**config.mk**
```make
export PLATFORM = sky130hd
export DESIGN_NAME = vectored_irq_arbiter_flat
export DESIGN_NICKNAME = d
export VERILOG_FILES = /design/src/rtl/vectored_irq_arbiter_if.sv /design/src/rtl/vectored_irq_arbiter.sv /design/src/flat_wrapper.sv
export SDC_FILE = /design/constraint.sdc
export NUM_CORES = 1
export LEC_CHECK = 0
export ABC_AREA = 0
export CORE_UTILIZATION = 28
export DETAILED_ROUTE_END_ITERATION = 12
export GPL_TIMING_DRIVEN = 0
export PLACE_DENSITY_LB_ADDON = 0.08
export SKIP_LAST_GASP = 1
export SLEW_MARGIN = 20
export SYNTH_ARGS = -nofsm -noshare
export SYNTH_HDL_FRONTEND = slang
export SYNTH_SLANG_ARGS = --single-unit
```
**constraint.sdc**
```tcl
create_clock -name clk_bus -period 5 [get_ports clk_bus]
set_input_delay 1.25 -clock clk_bus [delete_from_list [all_inputs] [get_ports clk_bus]]
set_output_delay 1.25 -clock clk_bus [all_outputs]
set_load 0.01 [all_outputs]
```
**src/rtl/vectored_irq_arbiter_if.sv**
```systemverilog
// Peripheral and CPU facing signals of the vectored interrupt arbiter.
// The slave modport is the arbiter's view; the master modport is the peripherals' and CPU's view.
interface vectored_irq_arbiter_if #(
  parameter int unsigned NREQ = 4
);
  logic [NREQ-1:0]   virq_req;
  logic [NREQ*9-1:0] virq_vec;
  logic [NREQ-1:0]   virq_mask;
  logic [NREQ-1:0]   virq_ack;
  logic              cpu_virq;
  logic [8:0]        cpu_vector;
  logic              cpu_iack;
  logic [7:0]        timeout_cnt;

  modport slave (
    input  virq_req, virq_vec, virq_mask, cpu_iack,
    output virq_ack, cpu_virq, cpu_vector, timeout_cnt
  );

  modport master (
    output virq_req, virq_vec, virq_mask, cpu_iack,
    input  virq_ack, cpu_virq, cpu_vector, timeout_cnt
  );
endinterface

```
**src/rtl/vectored_irq_arbiter.sv**
```systemverilog
// Arbitrates NREQ level-held vectored interrupt requests onto the CPU's single
// vectored interrupt input. It presents the winner's vector and acks only the winner.
module vectored_irq_arbiter #(
  parameter int unsigned NREQ         = 4,
  parameter int unsigned RR           = 0,
  parameter int unsigned ACK_TIMEOUT  = 255,
  parameter logic [8:0]  SPURIOUS_VEC = 9'o000
) (
  input logic                   clk_bus,
  input logic                   bus_reset,
  vectored_irq_arbiter_if.slave bus
);

  localparam int unsigned IDXW    = (NREQ > 1) ? $clog2(NREQ) : 1;
  localparam int unsigned VECW    = 9;
  localparam logic [7:0]  TO_LAST = 8'(ACK_TIMEOUT - 1);

  typedef enum logic [1:0] {
    ST_IDLE,
    ST_PEND,
    ST_WAIT_DROP,
    ST_WAIT_IACK
  } state_t;

  state_t            r_state;
  logic [NREQ-1:0]   r_ack;
  logic              r_cpu_virq;
  logic [VECW-1:0]   r_cpu_vector;
  logic [7:0]        r_timeout_cnt;
  logic [IDXW-1:0]   r_ptr;
  logic [IDXW-1:0]   r_win;
  logic [7:0]        r_hold_cnt;
  logic              r_iack_q;

  state_t            w_nxt_state;
  logic [NREQ-1:0]   w_nxt_ack;
  logic              w_nxt_virq;
  logic [VECW-1:0]   w_nxt_vector;
  logic [7:0]        w_nxt_tcnt;
  logic [IDXW-1:0]   w_nxt_ptr;
  logic [IDXW-1:0]   w_nxt_win;
  logic [7:0]        w_nxt_hold;

  logic [NREQ-1:0]   w_eligible;
  logic [IDXW-1:0]   w_win;
  logic              w_win_valid;
  logic [VECW-1:0]   w_win_vec;
  logic              w_iack_edge;
  int unsigned       w_idx;

  assign w_eligible  = bus.virq_req & ~bus.virq_mask;
  assign w_iack_edge = bus.cpu_iack & ~r_iack_q;

  // The winner search starts at index 0, or at the rotating pointer in round-robin mode.
  always_comb begin
    w_win       = '0;
    w_win_valid = 1'b0;
    w_idx       = 0;
    for (int unsigned k = 0; k < NREQ; k++) begin
      w_idx = ((RR != 0) ? 32'(r_ptr) : 32'd0) + k;
      if (w_idx >= NREQ) w_idx = w_idx - NREQ;
      if (!w_win_valid && w_eligible[IDXW'(w_idx)]) begin
        w_win       = IDXW'(w_idx);
        w_win_valid = 1'b1;
      end
    end
  end

  // Vectors are word aligned, so bit 0 of each slice is forced to zero.
  always_comb begin
    w_win_vec = '0;
    for (int unsigned i = 0; i < NREQ; i++) begin
      if (w_win == IDXW'(i)) w_win_vec = bus.virq_vec[VECW*i +: VECW] & 9'h1FE;
    end
  end

  always_ff @(posedge clk_bus or posedge bus_reset) begin
    if (bus_reset) begin
      r_state       <= ST_IDLE;
      r_ack         <= '0;
      r_cpu_virq    <= 1'b0;
      r_cpu_vector  <= '0;
      r_timeout_cnt <= '0;
      r_ptr         <= '0;
      r_win         <= '0;
      r_hold_cnt    <= '0;
      r_iack_q      <= 1'b0;
    end else begin
      r_state       <= w_nxt_state;
      r_ack         <= w_nxt_ack;
      r_cpu_virq    <= w_nxt_virq;
      r_cpu_vector  <= w_nxt_vector;
      r_timeout_cnt <= w_nxt_tcnt;
      r_ptr         <= w_nxt_ptr;
      r_win         <= w_nxt_win;
      r_hold_cnt    <= w_nxt_hold;
      r_iack_q      <= bus.cpu_iack;
    end
  end

  always_comb begin
    w_nxt_state  = r_state;
    w_nxt_ack    = r_ack;
    w_nxt_virq   = r_cpu_virq;
    w_nxt_vector = r_cpu_vector;
    w_nxt_tcnt   = r_timeout_cnt;
    w_nxt_ptr    = r_ptr;
    w_nxt_win    = r_win;
    w_nxt_hold   = r_hold_cnt;
    unique case (r_state)
      ST_IDLE: begin
        if (w_win_valid) begin
          w_nxt_state  = ST_PEND;
          w_nxt_virq   = 1'b1;
          w_nxt_vector = w_win_vec;
        end
      end
      ST_PEND: begin
        // At the iack edge, the eligible value sampled in that cycle decides whether the iack is real or spurious.
        if (w_iack_edge) begin
          if (w_win_valid) begin
            w_nxt_state  = ST_WAIT_DROP;
            w_nxt_ack    = NREQ'(1) << w_win;
            w_nxt_vector = w_win_vec;
            w_nxt_win    = w_win;
            w_nxt_hold   = '0;
            w_nxt_ptr    = (w_win == IDXW'(NREQ - 1)) ? '0 : w_win + IDXW'(1);
          end else begin
            w_nxt_state  = ST_WAIT_IACK;
            w_nxt_vector = SPURIOUS_VEC;
          end
        end else if (!w_win_valid) begin
          w_nxt_state  = ST_IDLE;
          w_nxt_virq   = 1'b0;
          w_nxt_vector = '0;
        end else begin
          w_nxt_vector = w_win_vec;
        end
      end
      ST_WAIT_DROP: begin
        // The raw req is used here, so masking the winner does not abort its handshake.
        if (!bus.virq_req[r_win]) begin
          w_nxt_state = ST_WAIT_IACK;
          w_nxt_ack   = '0;
        end else if (r_hold_cnt == TO_LAST) begin
          w_nxt_state = ST_WAIT_IACK;
          w_nxt_ack   = '0;
          if (r_timeout_cnt != 8'hFF) w_nxt_tcnt = r_timeout_cnt + 8'd1;
        end else begin
          w_nxt_hold = r_hold_cnt + 8'd1;
        end
      end
      ST_WAIT_IACK: begin
        if (!bus.cpu_iack) begin
          w_nxt_state  = ST_IDLE;
          w_nxt_virq   = 1'b0;
          w_nxt_vector = '0;
        end
      end
      default: w_nxt_state = ST_IDLE;
    endcase
  end

  assign bus.virq_ack    = r_ack;
  assign bus.cpu_virq    = r_cpu_virq;
  assign bus.cpu_vector  = r_cpu_vector;
  assign bus.timeout_cnt = r_timeout_cnt;

endmodule

```
**src/flat_wrapper.sv**
```systemverilog
// flat-port wrapper written by rule: the top's interface ports become plain ports
module vectored_irq_arbiter_flat 
#(
  parameter int unsigned NREQ         = 4,
  parameter int unsigned RR           = 0,
  parameter int unsigned ACK_TIMEOUT  = 255,
  parameter logic [8:0]  SPURIOUS_VEC = 9'o000
)
  (clk_bus, bus_reset, bus_virq_req, bus_virq_vec, bus_virq_mask, bus_cpu_iack, bus_virq_ack, bus_cpu_virq, bus_cpu_vector, bus_timeout_cnt);
  vectored_irq_arbiter_if #(.NREQ(NREQ)) bus_i ();
  input logic clk_bus;
  input logic bus_reset;
  input wire logic [$bits(bus_i.virq_req)-1:0] bus_virq_req;
  input wire logic [$bits(bus_i.virq_vec)-1:0] bus_virq_vec;
  input wire logic [$bits(bus_i.virq_mask)-1:0] bus_virq_mask;
  input wire logic [$bits(bus_i.cpu_iack)-1:0] bus_cpu_iack;
  output wire logic [$bits(bus_i.virq_ack)-1:0] bus_virq_ack;
  output wire logic [$bits(bus_i.cpu_virq)-1:0] bus_cpu_virq;
  output wire logic [$bits(bus_i.cpu_vector)-1:0] bus_cpu_vector;
  output wire logic [$bits(bus_i.timeout_cnt)-1:0] bus_timeout_cnt;
  assign bus_i.virq_req = bus_virq_req;
  assign bus_i.virq_vec = bus_virq_vec;
  assign bus_i.virq_mask = bus_virq_mask;
  assign bus_i.cpu_iack = bus_cpu_iack;
  assign bus_virq_ack = bus_i.virq_ack;
  assign bus_cpu_virq = bus_i.cpu_virq;
  assign bus_cpu_vector = bus_i.cpu_vector;
  assign bus_timeout_cnt = bus_i.timeout_cnt;
  vectored_irq_arbiter #(.NREQ(NREQ), .RR(RR), .ACK_TIMEOUT(ACK_TIMEOUT), .SPURIOUS_VEC(SPURIOUS_VEC)) u_core (.clk_bus(clk_bus), .bus_reset(bus_reset), .bus(bus_i));
endmodule
```
==> flow_summary.ini, run 1 <==
[sta]
slew_headroom = 0.616
drv_slew = 0
period_minus_slack_ps = 3090
fin_crit_sh = 0.618
worst_pin_slew_ps = 572
rsz0062_at_grt = no
tns_ps = 0
setup_violations = 0
timing.fmax_mhz = 324
hold_viol = 0
fin_skew_ps = 5.72

[cells_and_area]
area_growth_syn_to_layout_pct = 42.4
stdcell_area_sq_um = 2980
diodes = 0
final_common_cell = clkdlybuf4s50_1
drive_gt1_frac = 0.0881
nets = 349
seqCellArea_sq_um = 851
final_cell_mix = clkdlybuf4s50_1, dfrtp_1, nand3_1
multiInputGateArea_sq_um = 1160
nFillCells = 750

[logic_synthesis]
synth.avg_cell_area_sq_um = 9.39
synth_top_family_by_area = compound AO/OA/AOI/OAI gates
synthMuxAreaShare = 0.0209
syn_nets = 278
ys_seq_area_frac = 0.406
synth-xor-area-share = 0.0293
synth_flop_cell = dfrtp_1
synth_seq_cells = 34
ys_warn_count = 0
synth_edf_count = 0
yosys.area.top_type = dfrtp_1
syn_area_sq_um = 2090
synth-simple-area-share = 0.216
ys_types = 50
synth_top_area_share = 0.406
synth_adder_area_share = 0.0478
ys_async_sr_fraction = 1.00
synth-compound-area-share = 0.240
syn_inst = 223
netlist_top_cells_area = dfrtp_1, nand3_1, ha_1, o21ai_0, a22oi_1

[global_route]
grt_usage = 0.160
grt_pass1_wl_um = 9610
grt_max_degree = 26
grt_pass1_vias = 1916
antenna_found_initial = 0
grt-ovfl-total = 0

[drt]
ant_nets = 0
wire_per_inst_um = 14.8
drc = 0
drt-initial-drc-count = 41
vias = 1950
routed_wirelength_um = 5810
first_pass_iters = 6
viasPerCell = 4.95

[cts]
cts_num_sinks = 34
cts_hold_buf = 0
clockRootBuffer = clkbuf_8
cts_tree = yes
cts_setup_buffers = 0
clkTransAtPathRegs_ps = 80
cts_buffers = 5
clk_path_buf_depth = 2
clk_latency_ps = 290
ctsResizeCount = 0
htreeDepth = 2

[die]
ioPinCount = 69
die-area_sq_um = 7830
initial_utilization = 0.289
coreArea_sq_um = 7250
die_h_um = 88.5
die_width_um = 88.5
rows = 31

[worst_setup_path]
crit_chain = clkdlybuf4s50_1, nand2b_1, clkbuf_1, nand3_1, clkbuf_1, o21a_1, a22oi_1, o21ai_1
critPathKind = input pin to flip-flop
worstPathMaxFanout = 10
crit_path_end_kind = flip-flop
path_delay_family = buffers and inverters
start_kind = input pin
reg2reg_setup_slack_ps = 2980
worstPathArrival_ps = 3260
cp_num_buf_inv = 3
crit_path_frequent_cell = clkbuf_1
critPathSlowestCell = clkdlybuf4s50_1
cp.required_ps = 5170
critical-path-max-stage-delay_ps = 490

[job]
maxCapViolCount = 0

[run_status]
status = finished clean

[pwr]
power_density_nw_per_um2 = 402
vdd_ir_drop_max_uv = 133
power_leakage_nw = 1.21

[place]
io_buffer_count = 63
place_congestion = 0.764
dp_hpwl_um = 4380
dpl_cell_area_sq_um = 2870

[hold_path]
hold_class = flip-flop to flip-flop
## layout make-up
class / count / share of cell area
well taps: 99 / 0.0415
multi-input cells: 171 / 0.390
flip-flops and latches: 34 / 0.285
repair buffers: 64 / 0.218
inverters: 9 / 0.0113
clock buffers: 5 / 0.0231
plain buffers: 9 / 0.0155
clock inverters: 3 / 0.0151
## routing by layer
metal  track usage  vias to the layer above  part of all wire
li1              -                      972                 -
met5             0                        -                 0
met3        0.0364                        7             0.040
met1         0.222                      919              0.49
met2         0.252                       52              0.46
met4        0.0411                        0            0.0088
## final timing paths
path                                                       start                               endpoint  cells past startpoint
worst max-delay path                            bus_virq_mask[0]   u_core.bus.cpu_vector[1]$_DFFE_PP0P_                      8
worst min-delay path            u_core.r_hold_cnt[6]$_DFFE_PP0P_       u_core.r_hold_cnt[6]$_DFFE_PP0P_                      1
worst max register to register     u_core.r_state[0]$_DFFE_PP0P_       u_core.r_hold_cnt[4]$_DFFE_PP0P_                      6
worst min register to register  u_core.r_hold_cnt[6]$_DFFE_PP0P_       u_core.r_hold_cnt[6]$_DFFE_PP0P_                      1
max in group asynchronous                              bus_reset            u_core.r_win[0]$_DFFE_PP0P_                      3
min in group asynchronous                              bus_reset  u_core.bus.timeout_cnt[3]$_DFFE_PP0P_                      2
## per-stage QoR
step           power [mW]  hold WS [ps]  std cells  setup WS, ps  utilization
3_3_place_gp        0.944           463        385          1690        0.393
4_1_cts              1.22           489        394          1950        0.411
2_1_floorplan       0.712           447        223          2460            -
6_report             1.20           486        394          1910        0.411
3_5_place_dp        0.946           478        386          1640        0.395
5_1_grt              1.29           508        394          1810        0.411
## cell families after synthesis
family | Yosys count
compound gates | 71
buf+inv | 18
other cells | 1
xor+xnor | 7
flops | 34
simple gates | 81
fa+ha+maj | 8
mux | 3
## Yosys cell counts, types with 2 or more instances
master and instances:
dfrtp_1 34, nand3_1 25, nand2_1 17, o21ai_0 16, a22oi_1 9, nor2_1 9, o21a_1 9, o21ai_1 9
ha_1 8, inv_1 8, nand4_1 7, xnor2_1 6, clkbuf_1 5, nand2b_1 5, o31ai_1 5, a22o_1 4
a21oi_1 3, buf_4 3, nor2b_1 3, a31oi_1 2, and2_1 2, and2b_1 2, and3_1 2, and4_1 2
and4_2 2, o211ai_1 2
## where the power goes
part           switching (mW)  internal, mW  leakage (nW)
logic                   0.285         0.260         0.717
registers              0.0449         0.344         0.446
clock network           0.116         0.148        0.0504
total                   0.445         0.753          1.21
## registers in the layout, indices dropped and copies added (netlist names), named ones only
register and count:
u_core.bus.cpu_vector 8, u_core.bus.cpu_virq 1, u_core.bus.timeout_cnt 8, u_core.bus.virq_ack 4
u_core.r_hold_cnt 8, u_core.r_iack_q 1, u_core.r_state 1, u_core.r_win 2
Power figures use the tool's default switching activity.
==> run 2: changes to the inputs <==
clock period = 2.95 ns   (was 5 ns; I/O delays follow)
==> results of run 2 <==
The final DEF is identical to that of run 1. Status: finished clean.
Among the figures that moved: setup slack after placement 1640 ps -> 101 ps; setup slack after layout 1910 ps -> 375 ps; register-to-register setup slack 2980 ps -> 930 ps; total power 1.20 mW -> 2.03 mW; worst IR drop on VDD 133 uV -> 225 uV
==> run 3: changes to the inputs <==
--- a/config.mk
+++ b/config.mk
@@ -7,4 +7,5 @@
 export LEC_CHECK = 0
 export ABC_AREA = 0
+export CORE_MARGIN = 2
 export CORE_UTILIZATION = 28
 export DETAILED_ROUTE_END_ITERATION = 12
@@ -12,5 +13,4 @@
 export PLACE_DENSITY_LB_ADDON = 0.08
 export SKIP_LAST_GASP = 1
-export SLEW_MARGIN = 20
 export SYNTH_ARGS = -nofsm -noshare
 export SYNTH_HDL_FRONTEND = slang
==> constraint.sdc (replaced) <==
create_clock -name clk_bus -period 2.95 [get_ports clk_bus]
set_input_delay 0.7375 -clock clk_bus [delete_from_list [all_inputs] [get_ports clk_bus]]
set_output_delay 0.7375 -clock clk_bus [all_outputs]
set_load 0.005 [all_outputs]
==> run 3 against run 2 <==
Compared with the run above: worst hold slack got worse by 9.9 ps; fmax rose by 2.5%; flip-flop and latch count did not move; register-to-register slack barely moved; routed wire length rose by 1.7%; cell area fell by 0.67%; sequential power barely moved; sequential share of layout area rose by 0.19 points; global-route usage fell by 1.1 points; utilization fell by 0.28 points; via count fell by 0.62%; clock skew barely moved; critical path type unchanged; largest power group unchanged.
==> flow_summary.ini, run 3 (synthesis results as in run 1) <==
[run_status]
status = finished clean

[cts]
htreeDepth = 2
clk_path_buf_depth = 2
cts_num_sinks = 34
clk_latency_ps = 290
ctsResizeCount = 0
clkTransAtPathRegs_ps = 80
cts_setup_buffers = 0
cts_tree = yes
clockRootBuffer = clkbuf_8
cts_buffers = 5
cts_hold_buf = 0

[die]
ioPinCount = 69
rows = 31
coreArea_sq_um = 7250
die_width_um = 90.5
initial_utilization = 0.289
die_h_um = 90.5
die-area_sq_um = 8180

[drt]
drt-initial-drc-count = 62
routed_wirelength_um = 5910
wire_per_inst_um = 15.0
vias = 1938
ant_nets = 0
viasPerCell = 4.93
first_pass_iters = 5
drc = 0

[worst_setup_path]
start_kind = input pin
reg2reg_setup_slack_ps = 920
path_delay_family = buffers and inverters
crit_chain = clkdlybuf4s50_1, nand2b_1, clkbuf_1, nand3_1, clkbuf_1, o21a_1, a22oi_1, o21ai_1
cp_num_buf_inv = 3
critical-path-max-stage-delay_ps = 470
critPathKind = input pin to flip-flop
cp.required_ps = 3120
worstPathArrival_ps = 2680
crit_path_frequent_cell = clkbuf_1
critPathSlowestCell = clkdlybuf4s50_1
crit_path_end_kind = flip-flop
worstPathMaxFanout = 10

[cells_and_area]
final_cells = 393
diodes = 0
area_growth_syn_to_layout_pct = 41.5
final_cell_mix = clkdlybuf4s50_1, dfrtp_1, nand3_1
nets = 348
final_common_cell = clkdlybuf4s50_1
drive_gt1_frac = 0.0850

[global_route]
grt_max_degree = 35
grt-ovfl-total = 0
grt_pass1_wl_um = 9830
grt_usage = 0.149
antenna_found_initial = 0
grt_pass1_vias = 1989

[sta]
fin_skew_ps = 5.42
worst_pin_slew_ps = 725
drv_slew = 0
setup_violations = 0
fin_crit_sh = 0.852
rsz0062_at_grt = no
timing.fmax_mhz = 398
slew_headroom = 0.516
period_minus_slack_ps = 2510
hold_viol = 0
tns_ps = 0

[place]
place_congestion = 0.787
dp_hpwl_um = 4380
io_buffer_count = 63
dp_cells = 385

[pwr]
vdd_ir_drop_max_uv = 220
power_density_nw_per_um2 = 675
power_mw = 2.00
power_leakage_nw = 1.20

[hold_path]
hold_class = flip-flop to flip-flop

[job]
maxCapViolCount = 0
==> run 3: cell types whose count changed in the layout (fill, tap and decap cells not counted) <==
cell    delta
buf_12     -1
==> run 3: routing by layer <==
metal | GRT usage | vias up | wire (um) | share of wire
met3 | 0.0317 | 7 | 283 | 0.048
met1 | 0.199 | 907 | 2790 | 0.47
met4 | 0.0526 | 0 | 65 | 0.011
li1 | - | 970 | - | -
met5 | 0 | - | 0 | 0
met2 | 0.239 | 54 | 2770 | 0.47
==> run 3: path summary, 6_finish.rpt <==
path	depth (start not counted)	endpoint	startpoint
max reg2reg	6	u_core.r_hold_cnt[4]$_DFFE_PP0P_	u_core.r_state[0]$_DFFE_PP0P_
min	1	u_core.r_hold_cnt[6]$_DFFE_PP0P_	u_core.r_hold_cnt[6]$_DFFE_PP0P_
min in group asynchronous	2	u_core.bus.cpu_vector[1]$_DFFE_PP0P_	bus_reset
max	8	u_core.bus.cpu_vector[1]$_DFFE_PP0P_	bus_virq_mask[0]
min reg2reg	1	u_core.r_hold_cnt[6]$_DFFE_PP0P_	u_core.r_hold_cnt[6]$_DFFE_PP0P_
max in group asynchronous	2	u_core.r_hold_cnt[2]$_DFFE_PP0P_	bus_reset
==> run 3: through the flow <==
stage	cell area (sq um)	setup slack [ps]	utilization	hold WS [ps]
6_report	2960	438	0.408	476
5_1_grt	2960	234	0.408	497
4_1_cts	2960	435	0.408	484
3_5_place_dp	2850	122	0.393	474
3_3_place_gp	2850	98.2	0.393	465
2_1_floorplan	2090	921	-	447
==> run 3: cell type report <==
type	instances	area, sq um
well taps	99	124
fillers	729	4290
clock inverters	3	45.0
flip-flops and latches	34	851
clock buffers	5	68.8
multi-input cells	171	1160
inverters	9	33.8
repair buffers	63	631
plain buffers	9	46.3
==> run 3: power breakdown <==
group          internal (mW)  switching, mW  total (mW)
logic                  0.438          0.452       0.890
clock network          0.252          0.198       0.449
registers              0.584         0.0760       0.660
total                   1.27          0.726        2.00
==> run 3: worst reg2reg max path, delay by kind of cell, from the launching register on <==
kind	cells	cell delay (ps)
simple gates	2	620
buf+inv	3	700
fa+ha+maj	1	210
flops	1	430
